$ cat config.mk
export PLATFORM = sky130hd
export DESIGN_NAME = hsyncgen_prog
export DESIGN_NICKNAME = d
export VERILOG_FILES = /design/src/rtl/hsyncgen_prog.sv
export SDC_FILE = /design/constraint.sdc
export NUM_CORES = 1
export LEC_CHECK = 0
export CELL_PAD_IN_SITES_DETAIL_PLACEMENT = 1
export CELL_PAD_IN_SITES_GLOBAL_PLACEMENT = 1
export CORE_MARGIN = 8
export CORE_UTILIZATION = 43
export CTS_BUF_LIST = sky130_fd_sc_hd__clkbuf_16
export DETAILED_ROUTE_END_ITERATION = 7
export PLACE_DENSITY_LB_ADDON = 0.1
export SETUP_SLACK_MARGIN = 0.5
export SYNTH_ARGS = -nofsm -noshare
export SYNTH_HDL_FRONTEND = slang
export SYNTH_SLANG_ARGS = --single-unit
export TNS_END_PERCENT = 50
$ cat constraint.sdc
create_clock -name m2clock -period 2.65 [get_ports m2clock]
set_input_delay 0.53 -clock m2clock [delete_from_list [all_inputs] [get_ports m2clock]]
set_output_delay 0.53 -clock m2clock [all_outputs]
set_load 0.03 [all_outputs]
$ cat src/rtl/hsyncgen_prog.sv
// hsyncgen_prog: horizontal sync generator whose line length and sync/enable edges are reloaded once per line.
// Define HSYNCGEN_HALFLINE_EN to build the mid-line strobe on halfclk; otherwise halfclk is tied low.
module hsyncgen_prog #(
  parameter int HW           = 7,
  parameter int DEF_LEN      = 128,
  parameter int DEF_HS_START = 101,
  parameter int DEF_HS_END   = 111,
  parameter int DEF_DE_START = 0,
  parameter int DEF_DE_END   = 80
) (
  input  logic          m2clock,
  input  logic          res,
  input  logic          cken,
  input  logic [HW-1:0] line_len,
  input  logic [HW-1:0] hs_start,
  input  logic [HW-1:0] hs_end,
  input  logic [HW-1:0] de_start,
  input  logic [HW-1:0] de_end,
  output logic [HW-1:0] hsc,
  output logic          iihsync,
  output logic          hde,
  output logic          vertclk,
  output logic          halfclk
);

  localparam logic [HW-1:0] DEF_LEN_C      = HW'(DEF_LEN);
  localparam logic [HW-1:0] DEF_HS_START_C = HW'(DEF_HS_START);
  localparam logic [HW-1:0] DEF_HS_END_C   = HW'(DEF_HS_END);
  localparam logic [HW-1:0] DEF_DE_START_C = HW'(DEF_DE_START);
  localparam logic [HW-1:0] DEF_DE_END_C   = HW'(DEF_DE_END);

  logic [HW-1:0] hsc_q, hsc_d;
  logic [HW-1:0] len_q, len_d;
  logic [HW-1:0] hs_start_q, hs_start_d;
  logic [HW-1:0] hs_end_q, hs_end_d;
  logic [HW-1:0] de_start_q, de_start_d;
  logic [HW-1:0] de_end_q, de_end_d;
  logic          iihsync_q, iihsync_d;
  logic          hde_q, hde_d;
  logic          vertclk_q, vertclk_d;

  logic [HW:0]   len_ext;
  logic          terminal;
  logic          hs_start_hit, hs_end_hit, de_start_hit, de_end_hit;

  // A programmed length of 0 stands for a full 2^HW-count line.
  assign len_ext  = (len_q == '0) ? {1'b1, {HW{1'b0}}} : {1'b0, len_q};
  assign terminal = (hsc_q == len_q - HW'(1));

  assign hs_start_hit = (hsc_q == hs_start_q) && ({1'b0, hs_start_q} < len_ext);
  assign hs_end_hit   = (hsc_q == hs_end_q)   && ({1'b0, hs_end_q}   < len_ext);
  assign de_start_hit = (hsc_q == de_start_q) && ({1'b0, de_start_q} < len_ext);
  assign de_end_hit   = (hsc_q == de_end_q)   && ({1'b0, de_end_q}   < len_ext);

  always_comb begin
    hsc_d      = hsc_q;
    len_d      = len_q;
    hs_start_d = hs_start_q;
    hs_end_d   = hs_end_q;
    de_start_d = de_start_q;
    de_end_d   = de_end_q;
    iihsync_d  = iihsync_q;
    hde_d      = hde_q;
    vertclk_d  = vertclk_q;
    if (cken) begin
      vertclk_d = terminal;
      if (terminal) begin
        hsc_d      = '0;
        len_d      = line_len;
        hs_start_d = hs_start;
        hs_end_d   = hs_end;
        de_start_d = de_start;
        de_end_d   = de_end;
      end else begin
        hsc_d = hsc_q + HW'(1);
      end
      // Sync favours the assert (low) edge on a tie, display enable favours its assert (high) edge.
      if (hs_start_hit)    iihsync_d = 1'b0;
      else if (hs_end_hit) iihsync_d = 1'b1;
      if (de_start_hit)    hde_d = 1'b1;
      else if (de_end_hit) hde_d = 1'b0;
    end
  end

  always_ff @(posedge m2clock or posedge res) begin
    if (res) begin
      hsc_q      <= '0;
      len_q      <= DEF_LEN_C;
      hs_start_q <= DEF_HS_START_C;
      hs_end_q   <= DEF_HS_END_C;
      de_start_q <= DEF_DE_START_C;
      de_end_q   <= DEF_DE_END_C;
      iihsync_q  <= 1'b1;
      hde_q      <= 1'b0;
      vertclk_q  <= 1'b0;
    end else begin
      hsc_q      <= hsc_d;
      len_q      <= len_d;
      hs_start_q <= hs_start_d;
      hs_end_q   <= hs_end_d;
      de_start_q <= de_start_d;
      de_end_q   <= de_end_d;
      iihsync_q  <= iihsync_d;
      hde_q      <= hde_d;
      vertclk_q  <= vertclk_d;
    end
  end

  assign hsc     = hsc_q;
  assign iihsync = iihsync_q;
  assign hde     = hde_q;
  assign vertclk = vertclk_q;

`ifdef HSYNCGEN_HALFLINE_EN
  logic          halfclk_q, halfclk_d;
  logic [HW-1:0] half_d;

  // Half point is taken from the length in force on the line being entered.
  assign half_d = (len_d == '0) ? {1'b1, {(HW-1){1'b0}}} : (len_d >> 1);

  always_comb begin
    halfclk_d = halfclk_q;
    if (cken) halfclk_d = (hsc_d == half_d);
  end

  always_ff @(posedge m2clock or posedge res) begin
    if (res) halfclk_q <= 1'b0;
    else     halfclk_q <= halfclk_d;
  end

  assign halfclk = halfclk_q;
`else
  assign halfclk = 1'b0;
`endif

endmodule

==> impl_metrics.env <==
export IMPL_power_density_nw_per_um2=780
export IMPL_max_freq_mhz=454
export IMPL_crit_type="reg -> reg"
export IMPL_status="complete, no violations"
export IMPL_cts_root_buf="clkbuf_16"
export IMPL_setup_tns_final_ns=0
export IMPL_cts_buffers=5
export IMPL_worst_ep_arrival_time_ns=2.37
export IMPL_met1_usage=0.224
export IMPL_fillers=708
export IMPL_leakagePower_nw=1.82
export IMPL_post_drt_via_cell_ratio=5.33
export IMPL_clkSinkCount=45
export IMPL_clock_path_buffers=2
export IMPL_required_ns=2.82
export IMPL_drc_errors=0
export IMPL_hold_class="reg -> reg"
export IMPL_seq_area_frac_synth=0.377
export IMPL_dp_hpwl_mm=6.01
export IMPL_ys_warn_count=0
export IMPL_synth_distinct_cells=42
export IMPL_end_kind="flop"
export IMPL_wirelength_mm=8.40
export IMPL_finalCritPeriodShare=0.831
export IMPL_clk_pin_slew_worst_paths_ns=0.06
export IMPL_multi_input_area_um2=1780
export IMPL_die_h_um=99.9
export IMPL_avgSynthCellArea_um2=11.5
export IMPL_busiest_layer="met2"
export IMPL_grt_pass1_wl_mm=13.5
export IMPL_ios=49
export IMPL_seq_power_share=0.325
export IMPL_ir_drop_mv=0.330
export IMPL_row_count=30
export IMPL_fin_crit_ns=2.20
export IMPL_cap_viol_max_count=0
export IMPL_relSlewSlack=0.562
export IMPL_antenna_found_initial=0
export IMPL_routedWlPerCell_um=19.9
export IMPL_drive_gt1_frac=0.284
export IMPL_syn_nets=327
export IMPL_fp_coreArea_um2=6790
export IMPL_layout_common_cells="47 x clkdlybuf4s50_1, 29 x xnor2_1, 28 x mux2_4"
export IMPL_grt_util_met2=0.281
export IMPL_switching_power_mw=1.16
export IMPL_portBuffers=47
export IMPL_cp_max_fo=10
export IMPL_htree_levels=2
export IMPL_num_nets_final=390
export IMPL_syn_instance_count=263
export IMPL_fp_dieW_um=99.9
export IMPL_rsz0062_at_grt="true"
export IMPL_fin_skew_ns=0.00291
export IMPL_critPathLaunchType="flop"
export IMPL_layout_commonest_cell="clkdlybuf4s50_1"
export IMPL_post_route_cell_area_um2=3960
export IMPL_antenna_diode_count=0
export IMPL_grt_pass1_vias=2570
export IMPL_p_int_mw=1.93
export IMPL_cts_tree="yes"
export IMPL_hold_viol=0
export IMPL_synth_seq_cells=45
export IMPL_dr_total_vias=2256
export IMPL_seqCellArea_um2=1150
export IMPL_grt_use_total=0.171
export IMPL_grt_overflow=0
export IMPL_start_util=0.445
export IMPL_comb_power_share=0.484
export IMPL_clkPwrFrac=0.191
export IMPL_setup_viol=0
export IMPL_ant_nets=0
export IMPL_grt_max_degree=22
export IMPL_drtPass1Iterations=4
export IMPL_drt_initial_drc_count=71
export IMPL_max_slew_worst_pin_slew_ns=0.652
export IMPL_gr_usage_met3=0.0353
export IMPL_fp_dieArea_um2=9980
export IMPL_areaGrowthSynthToFinish_pct=30.8
export IMPL_synth_area_um2=3030
export IMPL_sw_frac_of_total=0.376
export IMPL_gp_congestion=0.792
export IMPL_clkLatencyLatePin_ns=0.28
export IMPL_finalMaxSlewViolations=0
export IMPL_place_area_um2=3640
-- sequential cells by signal (all words and copies together), names as in the netlist --
name and cells:
de_end_q 7, de_start_q 7, hde 1, hs_end_q 7, hs_start_q 7, hsc 7
iihsync 1, len_q 7, vertclk 1
-- logic make-up (layout without fill, tap and decap cells) --
family                   after synthesis  after routing  synth area share
AO/OA/AOI/OAI                         37             37            0.0761
XOR/XNOR                              41             41             0.119
adder cells (fa/ha/maj)               26             26             0.107
buffers and inverters                 27             91            0.0554
flip-flops                            45             45             0.377
multiplexers                          36             36             0.168
other                                  1              1           0.00124
AND/OR/NAND/NOR                       50             50            0.0955
-- stage by stage --
step	power (mW)	std cells	util	hold WS, ns	worst slack [ns]
after global placement	2.36	405	0.536	0.511	0.346
after CTS	3.02	416	0.562	0.525	0.478
after floorplan	1.93	263	-	0.520	0.458
after detailed placement	2.40	405	0.536	0.519	0.242
final	3.09	423	0.583	0.521	0.447
after global routing	3.29	423	0.583	0.544	0.297
-- power groups by stage --
stage	sequential (mW)	combinational (mW)	clock, mW
after floorplan	1.01	0.917	0
after global placement	1.01	1.35	0
after detailed placement	1.01	1.39	0
after CTS	1.00	1.41	0.609
after global routing	1.02	1.64	0.633
final	1.00	1.49	0.589
-- cell usage after synthesis (all sizes together) --
master | count | area share
a2111oi | 1 | 0.0029
a211o | 2 | 0.0058
a211oi | 2 | 0.0050
a21o | 5 | 0.012
a21oi | 11 | 0.018
a311oi | 1 | 0.0029
a31oi | 1 | 0.0021
and3 | 2 | 0.0041
and3b | 1 | 0.0029
buf | 10 | 0.034
clkbuf | 5 | 0.0062
conb | 1 | 0.0012
dfrtp | 32 | 0.26
dfstp | 13 | 0.11
ha | 26 | 0.11
inv | 12 | 0.015
mux2 | 35 | 0.16
mux2i | 1 | 0.0033
nand2 | 7 | 0.0087
nand2b | 4 | 0.0083
nand3 | 5 | 0.0083
nand4 | 9 | 0.019
nand4bb | 1 | 0.0037
nor2 | 9 | 0.011
nor2b | 2 | 0.0041
nor3 | 2 | 0.0050
nor4 | 4 | 0.010
o2111ai | 1 | 0.0029
o211ai | 1 | 0.0025
o21a | 1 | 0.0025
o21ai | 9 | 0.015
o22ai | 2 | 0.0041
or2b | 3 | 0.0074
or3b | 1 | 0.0029
xnor2 | 29 | 0.084
xor2 | 12 | 0.035
-- worst paths after layout --
kind | from | endpoint | slack, ns | cells after the start
setup / recovery | len_q[5] | len_q[2] | 0.45 | 7
hold / removal | vertclk | vertclk | 0.52 | 2
setup reg to reg | len_q[5] | len_q[2] | 0.45 | 7
hold reg to reg | vertclk | vertclk | 0.52 | 2
max in group asynchronous | res | de_end_q[6] | 1.43 | 3
min in group asynchronous | res | hs_end_q[4] | 0.57 | 2
-- worst max-delay path, cell delays in order (launching register included) --
cell       delay [ns]
dfrtp_2          0.49
xor2_2           0.22
a21oi_1          0.17
and3_1           0.20
a31oi_1          0.06
nand4bb_4        0.38
clkbuf_16        0.26
mux2_4           0.29
-- cell type report --
cell class | count | area share
well taps | 96 | 0.0303
clock inverters | 3 | 0.00284
multi-input cells | 191 | 0.450
inverters | 12 | 0.0114
repair buffers | 71 | 0.184
clock buffers | 5 | 0.0316
flip-flops and latches | 45 | 0.290
-- per-layer routing --
metal / wire (um) / share of wire
met5: 0 / 0
met4: 80 / 0.0095
met3: 309 / 0.037
met2: 4030 / 0.48
met1: 3980 / 0.47
-- what timing repair did --
action	4_1_cts	5_1_grt
cloned	0	3
pin swaps	1	4
endpoints found under the setup margin	38	37
hold buffers	0	0
resized for setup	7	7
hold endpoints to repair	0	0
buffers inserted	3	4
Note: power is estimated with default switching activity, not from simulation.
